### src/rtl/param_updown_counter_if.sv
// Counter control/status bundle: control inputs driven by the user (master),
// count and status returned by the counter (slave).
// clk and rst are deliberately kept outside the bundle as plain ports.
interface param_updown_counter_if #(
  parameter int WIDTH = 4
);
  logic             en;
  logic             up_dn;
  logic             clr;
  logic             load;
  logic [WIDTH-1:0] load_val;
  logic [WIDTH-1:0] q;
  logic             tc;
  logic             wrap;
  logic             done;
  logic             load_err;

  modport master (
    output en, up_dn, clr, load, load_val,
    input  q, tc, wrap, done, load_err
  );

  modport slave (
    input  en, up_dn, clr, load, load_val,
    output q, tc, wrap, done, load_err
  );
endinterface

### src/rtl/param_updown_counter.sv
// Modulo-MODULO up/down counter with clear, load, enable and optional one-shot stop.
// Latency: q/wrap/done/load_err update one clk edge after inputs are sampled; tc is combinational.
// No backpressure: every enabled edge steps, priority clr > load > en.
module param_updown_counter #(
  parameter int              WIDTH     = 4,
  parameter longint unsigned MODULO    = 16,
  parameter int              ONESHOT   = 0,
  parameter longint unsigned RESET_VAL = 0
) (
  input  logic                  clk,
  input  logic                  rst,
  param_updown_counter_if.slave bus
);

  // MODULO and MODULO-1 are held at WIDTH+1 bits so MODULO = 2**WIDTH is representable.
  localparam logic [WIDTH:0]   MOD_EXT = MODULO[WIDTH:0];
  localparam logic [WIDTH:0]   MAX_EXT = MOD_EXT - 1'b1;
  localparam logic [WIDTH-1:0] MAX_Q   = MAX_EXT[WIDTH-1:0];
  localparam logic [WIDTH-1:0] RST_Q   = RESET_VAL[WIDTH-1:0];
  localparam logic [WIDTH-1:0] ONE_Q   = WIDTH'(1);
  localparam bit               OS      = (ONESHOT != 0);
  localparam longint unsigned  MOD_LIMIT = 64'd1 << WIDTH;

  // Reject parameter sets that would let q escape its legal range.
  if (MODULO < 2 || MODULO > MOD_LIMIT || RESET_VAL >= MODULO) begin : g_param_check
    $error("param_updown_counter: illegal MODULO/RESET_VAL for WIDTH");
  end

  logic [WIDTH-1:0] q_r;
  logic             wrap_r;
  logic             done_r;
  logic             err_r;

  logic             at_max;
  logic             at_zero;
  logic             load_ok;
  logic [WIDTH-1:0] q_inc;
  logic [WIDTH-1:0] q_dec;

  assign at_max  = (q_r == MAX_Q);
  assign at_zero = (q_r == '0);
  assign load_ok = ({1'b0, bus.load_val} < MOD_EXT);
  assign q_inc   = q_r + ONE_Q;
  assign q_dec   = q_r - ONE_Q;

  // Terminal count looks only at current inputs and q; it ignores done on purpose.
  assign bus.tc       = bus.en & (bus.up_dn ? at_max : at_zero);
  assign bus.q        = q_r;
  assign bus.wrap     = wrap_r;
  assign bus.done     = done_r;
  assign bus.load_err = err_r;

  // Count state: clear beats load beats count; wrap/load_err are single-cycle pulses.
  always_ff @(posedge clk or negedge rst) begin
    if (!rst) begin
      q_r    <= RST_Q;
      wrap_r <= 1'b0;
      done_r <= 1'b0;
      err_r  <= 1'b0;
    end else begin
      wrap_r <= 1'b0;
      err_r  <= 1'b0;
      if (bus.clr) begin
        q_r    <= '0;
        done_r <= 1'b0;
      end else if (bus.load) begin
        // Out-of-range loads saturate to the top of the range and flag it.
        q_r    <= load_ok ? bus.load_val : MAX_Q;
        err_r  <= ~load_ok;
        done_r <= 1'b0;
      end else if (bus.en && !done_r) begin
        if (bus.up_dn) begin
          if (!at_max) begin
            q_r <= q_inc;
            // One-shot: done rises together with q landing on the terminal value.
            if (OS && (q_inc == MAX_Q)) begin
              done_r <= 1'b1;
            end
          end else if (OS) begin
            done_r <= 1'b1;
          end else begin
            q_r    <= '0;
            wrap_r <= 1'b1;
          end
        end else begin
          if (!at_zero) begin
            q_r <= q_dec;
            if (OS && (q_r == ONE_Q)) begin
              done_r <= 1'b1;
            end
          end else if (OS) begin
            done_r <= 1'b1;
          end else begin
            q_r    <= MAX_Q;
            wrap_r <= 1'b1;
          end
        end
      end
    end
  end

endmodule
### src/flat_wrapper.sv
// flat-port wrapper written by rule: the top's interface ports become plain ports
module param_updown_counter_flat 
#(
  parameter int              WIDTH     = 4,
  parameter longint unsigned MODULO    = 16,
  parameter int              ONESHOT   = 0,
  parameter longint unsigned RESET_VAL = 0
)
  (clk, rst, bus_en, bus_up_dn, bus_clr, bus_load, bus_load_val, bus_q, bus_tc, bus_wrap, bus_done, bus_load_err);
  param_updown_counter_if #(.WIDTH(WIDTH)) bus_i ();
  input  logic clk;
  input  logic rst;
  input wire logic [$bits(bus_i.en)-1:0] bus_en;
  input wire logic [$bits(bus_i.up_dn)-1:0] bus_up_dn;
  input wire logic [$bits(bus_i.clr)-1:0] bus_clr;
  input wire logic [$bits(bus_i.load)-1:0] bus_load;
  input wire logic [$bits(bus_i.load_val)-1:0] bus_load_val;
  output wire logic [$bits(bus_i.q)-1:0] bus_q;
  output wire logic [$bits(bus_i.tc)-1:0] bus_tc;
  output wire logic [$bits(bus_i.wrap)-1:0] bus_wrap;
  output wire logic [$bits(bus_i.done)-1:0] bus_done;
  output wire logic [$bits(bus_i.load_err)-1:0] bus_load_err;
  assign bus_i.en = bus_en;
  assign bus_i.up_dn = bus_up_dn;
  assign bus_i.clr = bus_clr;
  assign bus_i.load = bus_load;
  assign bus_i.load_val = bus_load_val;
  assign bus_q = bus_i.q;
  assign bus_tc = bus_i.tc;
  assign bus_wrap = bus_i.wrap;
  assign bus_done = bus_i.done;
  assign bus_load_err = bus_i.load_err;
  param_updown_counter #(.WIDTH(WIDTH), .MODULO(MODULO), .ONESHOT(ONESHOT), .RESET_VAL(RESET_VAL)) u_core (.clk(clk), .rst(rst), .bus(bus_i));
endmodule
### config.mk
export PLATFORM = sky130hd
export DESIGN_NAME = param_updown_counter_flat
export DESIGN_NICKNAME = d
export VERILOG_FILES = /design/src/rtl/param_updown_counter_if.sv /design/src/rtl/param_updown_counter.sv /design/src/flat_wrapper.sv
export SDC_FILE = /design/constraint.sdc
export NUM_CORES = 1
export LEC_CHECK = 0
export CAP_MARGIN = 25
export CORE_AREA = 2 2 39 41
export CTS_BUF_LIST = sky130_fd_sc_hd__clkbuf_8
export DETAILED_ROUTE_END_ITERATION = 10
export DIE_AREA = 0 0 41 43
export GPL_TIMING_DRIVEN = 0
export PLACE_DENSITY_LB_ADDON = 0.05
export SYNTH_ARGS = -nofsm -noshare
export SYNTH_HDL_FRONTEND = slang
export SYNTH_SLANG_ARGS = --single-unit
### constraint.sdc
create_clock -name clk -period 5.07 [get_ports clk]
set_clock_uncertainty 0.05 [all_clocks]
set_input_delay 1.521 -clock clk [delete_from_list [all_inputs] [get_ports clk]]
set_output_delay 1.521 -clock clk [all_outputs]
set_load 0.05 [all_outputs]
* Word level (Yosys, flattened, before mapping)
Cells that the tools add are included.
** Word-level totals
- Bits of input ports :: 10
- Register bits after elaboration :: 6
- Logic and storage cells :: 27
- Output and inout port bits :: 8
** Cells by class
- Eq/ne operators :: 1
- Muxes and demuxes :: 15
- Bitwise operators :: 1
- Reductions and logical operators :: 5
- Add/subtract/negate cells :: 2
** Operator list (count)
- $mux 4 :: 6
- $mux 1 :: 9
- $add 4x1->4 const B :: 1
- $eq 4x4->1 const B :: 1
- $logic_not 4->1 :: 1
- $sub 4x1->4 const B :: 1
- $reduce_bool 3->1 :: 1
- $reduce_bool 2->1 :: 1
- $and 1x1->1 :: 1
- $logic_and 1x1->1 :: 1
- $logic_not 1->1 :: 1

* Logic depth before layout (Yosys ltp)
Gate-level depths: netlist of the first run.
- Word-level depth :: 6
- Mapped depth :: 6
- Mapped depth without buffers :: 6

* Worst setup path after synthesis of the first run
Ideal clock, no wire load.
- Path kind :: input port to output port
- Start point :: input bus_up_dn
- End point :: output bus_tc
- Path buffers :: 0
- Setup slack :: 0.615 ns
- Required time :: 3.499 ns
- Arrival time :: 2.884 ns
- Stages :: 3
- Cell sequence :: nand2b_1 or3_2 a21oi_1
** On the way
- Word-level cells in the longest chain between the ends :: 2
** Ends and longest elaborated chain
- start: declaration :: RTL line flat_wrapper.sv:14 : input wire logic [$bits(bus_i.up_dn)-1:0] bus_up_dn;
- $mux 1 :: RTL line param_updown_counter.sv:47 : assign bus.tc = bus.en & (bus.up_dn ? at_max : at_zero);
- $and 1x1->1 :: RTL line param_updown_counter.sv:47
- end: declaration :: RTL line flat_wrapper.sv:19 : output wire logic [$bits(bus_i.tc)-1:0] bus_tc;
Every way passes these cells.

* Final worst setup path of the first run
Ends and elaborated chain as after synthesis.

==> results of run 1 <==
[Yosys cell counts, types with 2 or more instances]
cell type	number
inv_1	6
nand2_1	3
a21oi_1	6
o21ai_0	4
ha_1	2
xnor2_1	2
buf_4	2
dfrtp_1	5
[sequential cells by signal (all words and copies together), names as in the netlist]
register,cells
u_core.bus.wrap,1
u_core.bus.q,4
[placed cells by master (no fill, tap or decap), drive strengths merged]
cell type	synthesis	layout
a21oi	6	6
clkdlybuf4s50	0	13
dfrtp	5	5
o21bai	1	1
and3	1	1
xnor2	2	2
a211oi	1	1
nor2	1	1
nand2	3	3
mux2i	1	1
o21ai	4	4
a311o	1	1
or4	1	1
o21a	1	1
buf	2	2
ha	2	2
conb	1	2
clkbuf	1	5
nand2b	1	1
nor3b	1	1
nand3	1	1
o31a	1	1
a221oi	2	2
nor2b	1	1
inv	7	8
or3	1	1
[report_power, final]
group / switching (mW) / leakage (nW) / internal [mW] / total, mW
clock: 0.0171 / 0.0269 / 0.0517 / 0.0688
combinational: 0.0281 / 0.177 / 0.0216 / 0.0497
sequential: 0.00527 / 0.0656 / 0.0428 / 0.0481
[per-layer routing]
| metal | vias up | global-route usage [%] |
|---|---|---|
| met3 | 0 | 1.57 |
| met1 | 182 | 16.9 |
| li1 | 206 | - |
| met5 | - | 0 |
| met4 | 0 | 6.00 |
| met2 | 9 | 20.6 |
[cell families (layout without fill, tap and decap cells)]
logic type / after synthesis / count (layout)
AOI/OAI and AO/OA: 17 / 17
and+or+nand+nor: 11 / 11
buffers and inverters: 10 / 28
DFF: 5 / 5
adders and majority gates: 2 / 2
xor gates and xnor gates: 2 / 2
other: 1 / 2
muxes: 1 / 1
[worst max-delay path: stages]
cell	delay (ns)
clkdlybuf4s50_1	0.51
nand2b_1	0.24
or3_2	0.41
a21oi_1	0.19
clkbuf_2	0.30
[area by class of cell]
cell class,instances,area [µm²],area share (%)
flip-flops and latches,5,125,20.5
inverters,7,26.3,4.31
clock buffers,3,41.3,6.78
repair buffers,14,135,22.2
multi-input cells,35,239,39.2
well taps,16,20.0,3.29
clock inverters,1,3.75,0.616
plain buffers,3,18.8,3.08
[path summary, 6_finish.rpt]
| kind | endpoint | from | slack, ns | cells after the start |
|---|---|---|---|---|
| worst min-delay path | u_core.bus.q[0] | u_core.bus.q[0] | 0.71 | 2 |
| min in group asynchronous | u_core.bus.q[2] | rst | 1.48 | 1 |
| worst max-delay path | bus_tc | bus_up_dn | 0.32 | 5 |
| worst min register to register | u_core.bus.q[0] | u_core.bus.q[0] | 0.71 | 2 |
| worst max register to register | u_core.bus.wrap | u_core.bus.q[0] | 3.30 | 6 |
| max in group asynchronous | u_core.bus.q[0] | rst | 3.30 | 1 |
[what timing repair did]
item                                    CTS  global route
endpoints found under the setup margin    1             1
pin swaps                                 0             0
gates resized for setup                   1             2
==> results.yml, run 1 <==
status:
  status: "finished, final reports clean"
final_layout:
  fillers: 149
  final_area_um2: 609
  final_core_util_pct: 44.0
  fin_cells: 84
  diodes: 0
  syn2layout_area_growth_pct: 50.3
  nets: 81
  drive_above_1_share_pct: 16.2
floorplanning:
  die_y_um: 43
  rows: 14
  start_util_pct: 29.3
  die_w_um: 41
  die_area_um2: 1760
  core-area_um2: 1380
  io_pins: 18
placed_design:
  place_inst: 80
  io_buffer_count: 14
  gp_congestion: 0.716
  place_area_um2: 569
  dp_slack_ns: -0.200
  dpl.hpwl_um: 725
worst_setup_path:
  end_kind: "output port"
  crit_fanout: 6
  cp.required_ns: 3.50
  cp-start-kind: "input pin"
  path_class: "in2out"
  critPathArrivalTime_ns: 3.18
grt:
  grt_pass1_vias: 388
  grt_start_max_net_pins: 10
  track_usage_pct: 13.1
  overflow: 0
  grt_pass1_wl_mm: 1.60
  antenna_found_initial: 0
logic_synthesis:
  synth_cell_types: 27
  synth_area_um2: 405
  synthMuxAreaShare_pct: 2.47
  synthSimpleGateAreaFrac_pct: 15.4
  synth-xor-area-share_pct: 4.32
  synth.avg_cell_area_um2: 8.27
  ys_top_cells_by_area: "dfrtp_1 31%, a21oi_1 7.4%, ha_1 6.2%"
  synth_top_area_share_pct: 30.9
  netlist_instances: 49
  synth_compound_area_share_pct: 28.7
  synth_ff_type: "dfrtp_1"
  yosysWarnings: 0
  synth-adder-area-share_pct: 6.17
  synth_edf_count: 0
  synth_top_family_by_area: "compound AO/OA/AOI/OAI gates"
  yosysSeqAreaShare_pct: 30.9
  yosysTopAreaCell: "dfrtp_1"
  ys_ff_latch: 5
  ys_async_sr_fraction_pct: 100
cts:
  cts_sinks: 5
  cts_buffers: 3
  worstSkewPairLatency_ns: 0.21
  clk_path_buf_depth: 2
  clockRootBuffer: "clkbuf_8"
  path_clk_slew_ns: 0.03
  holdBufCountCts: 0
  h-tree-depth: 1
  post_cts_buffers: 0
  cts_tree: "done"
routing:
  ant_nets: 0
  drt-pass1-iter-count: 2
  routed_wl_um: 862
  avgViaCountPerCell: 4.73
  highest_layer: "met3"
  drc: 0
  wl_met3_um: 41
  drt-wirelength-per-cell_um: 10.3
  drt-initial-drc-count: 3
  wl_met1_um: 377
  vias: 397
  dr_wl_met2_um: 443
timing:
  hold_viol_final: 0
  min_period_ns: 4.75
  slew_violations: 0
  setup_viol: 0
  setup_slack_ns: 0.315
  rsz0062_at_grt: "no"
  timing.hold.ws_ns: 0.711
  max_freq_mhz: 210
  setup-tns-final_ns: 0
  timing.final.crit_share_pct: 93.8
job:
  maxCapViolations: 0
power:
  p_per_area_nw_per_um2: 273
  total_power_mw: 0.167
  ir_worst_vdd_uv: 146
  p_leak_nw: 0.270
hold_path:
  hp-class: "reg2reg"
Note: power is estimated with default switching activity, not from simulation.
==> inputs of run 2 (changes only) <==
==> constraint.sdc (replaced) <==
create_clock -name clk -period 5.07 [get_ports clk]
set_clock_uncertainty 0.05 [all_clocks]
set_input_delay 1.014 -clock clk [delete_from_list [all_inputs] [get_ports clk]]
set_output_delay 1.014 -clock clk [all_outputs]
set_load 0.05 [all_outputs]
==> results.yml, run 2 (synthesized netlist as in run 1, its figures left out) <==
status:
  status: "finished, final reports clean"
routing:
  routed_wl_um: 860
  drt-initial-drc-count: 3
  drt-wirelength-per-cell_um: 10.2
  drt-pass1-iter-count: 2
  drc: 0
  avgViaCountPerCell: 4.73
  vias: 397
  ant_nets: 0
cts:
  cts_buffers: 3
  cts_tree: "done"
  clk_path_buf_depth: 2
  post_cts_buffers: 0
  holdBufCountCts: 0
  clockRootBuffer: "clkbuf_8"
  post_cts_resized: 0
  worstSkewPairLatency_ns: 0.21
  h-tree-depth: 1
  path_clk_slew_ns: 0.03
  cts_sinks: 5
placed_design:
  place_area_um2: 569
  gp_congestion: 0.716
  io_buffer_count: 14
  dpl.hpwl_um: 725
  place_inst: 80
grt:
  antenna_found_initial: 0
  track_usage_pct: 13.1
  grt_start_max_net_pins: 10
  grt_pass1_vias: 388
  grt_pass1_wl_mm: 1.60
  overflow: 0
timing:
  timing.hold.ws_ns: 0.711
  hold_viol_final: 0
  max_freq_mhz: 234
  timing.final.crit_share_pct: 84.1
  min_period_ns: 4.26
  slew_violations: 0
  rsz0062_at_grt: "no"
  setup-tns-final_ns: 0
  setup_viol: 0
hold_path:
  min_path_cells: 2
  min_from: "u_core.bus.q[0]"
  min_to: "u_core.bus.q[0]"
  hp-class: "reg2reg"
worst_setup_path:
  crit_fanout: 6
  critPathArrivalTime_ns: 3.20
  rr_worst_depth: 6
  reg2reg_slack_ns: 3.30
  path_class: "in2out"
  cp.required_ns: 4.01
  r2r-end: "u_core.bus.wrap"
  cp-start-kind: "input pin"
  worstReg2RegStart: "u_core.bus.q[0]"
  end_kind: "output port"
power:
  netSwitchingFraction_pct: 30.2
  pwr-share-seq_pct: 28.8
  p_per_area_nw_per_um2: 272
  p_switching_mw: 0.0505
  p_leak_nw: 0.269
  ir_worst_vdd_uv: 146
  p_int_mw: 0.116
  combPwrFrac_pct: 30.0
  p_clk_share_pct: 41.2
floorplanning:
  die_y_um: 43
  die_w_um: 41
  io_pins: 18
  core-area_um2: 1380
  start_util_pct: 29.3
  rows: 14
  die_area_um2: 1760
final_layout:
  final_area_um2: 614
  drive_above_1_share_pct: 14.7
  largest_reg_flops: 4
  layout_common_cells: "14 x clkdlybuf4s50_1, 7 x inv_1, 6 x a21oi_1"
  diodes: 0
  layout_commonest_cell: "clkdlybuf4s50_1"
  syn2layout_area_growth_pct: 51.5
  nets: 81
  fin_cells: 84
job:
  maxCapViolations: 0
## run 2: cell types whose count changed in the layout (fill, tap and decap cells not counted), sizes merged
cell and delta:
clkbuf -1, clkdlybuf4s50 +1
## run 2: layout make-up
cell class / count / area, µm²
Fill cell: 148 / 769
Multi-Input combinational cell: 35 / 239
Timing Repair Buffer: 14 / 140
Sequential cell: 5 / 125
Clock buffer: 3 / 41.3
Inverter: 7 / 26.3
Tap cell: 16 / 20.0
Buffer: 3 / 18.8
Clock inverter: 1 / 3.75
## run 2: worst max-delay path: stages
cell and delay (ns):
clkdlybuf4s50_1 0.51, nand2b_1 0.24, or3_2 0.41, a21oi_1 0.19
clkdlybuf4s50_1 0.83
## run 2: worst max path at each step
| stage | cells after the start | start | end | slack, ns |
|---|---|---|---|---|
| finish | 5 | bus_up_dn | bus_tc | 0.81 |
| global route | 5 | bus_up_dn | bus_tc | 0.70 |
| CTS | 5 | bus_up_dn | bus_tc | 0.81 |
| detailed placement | 5 | bus_up_dn | bus_tc | 0.81 |
| global placement | 5 | bus_up_dn | bus_tc | 0.77 |
| floorplan | 3 | bus_up_dn | bus_tc | 1.63 |
## run 2: power by group through the flow
| stage | Combinational, mW | Clock [mW] | Sequential, mW |
|---|---|---|---|
| 2_1_floorplan | 0.0239 | 0 | 0.0568 |
| 4_1_cts | 0.0506 | 0.0712 | 0.0480 |
| 6_report | 0.0501 | 0.0688 | 0.0481 |
| 3_5_place_dp | 0.0505 | 0 | 0.0484 |
| 5_1_grt | 0.0554 | 0.0730 | 0.0489 |
| 3_3_place_gp | 0.0509 | 0 | 0.0488 |
## run 2: through the flow
stage	power [mW]	worst slack (ns)	util, %
floorplan	0.0807	1.63	-
global placement	0.0997	0.768	41.1
detailed placement	0.0989	0.814	41.1
CTS	0.170	0.809	44.4
global route	0.177	0.701	44.4
finish	0.167	0.805	44.4
## run 2: layer usage
| metal | GRT usage, % | up-vias | part of all wire (%) |
|---|---|---|---|
| met2 | 20.6 | 9 | 52 |
| met1 | 16.9 | 182 | 44 |
| met5 | 0 | - | 0 |
| met3 | 1.57 | 0 | 4.8 |
| li1 | - | 206 | - |
| met4 | 6.00 | 0 | 0 |
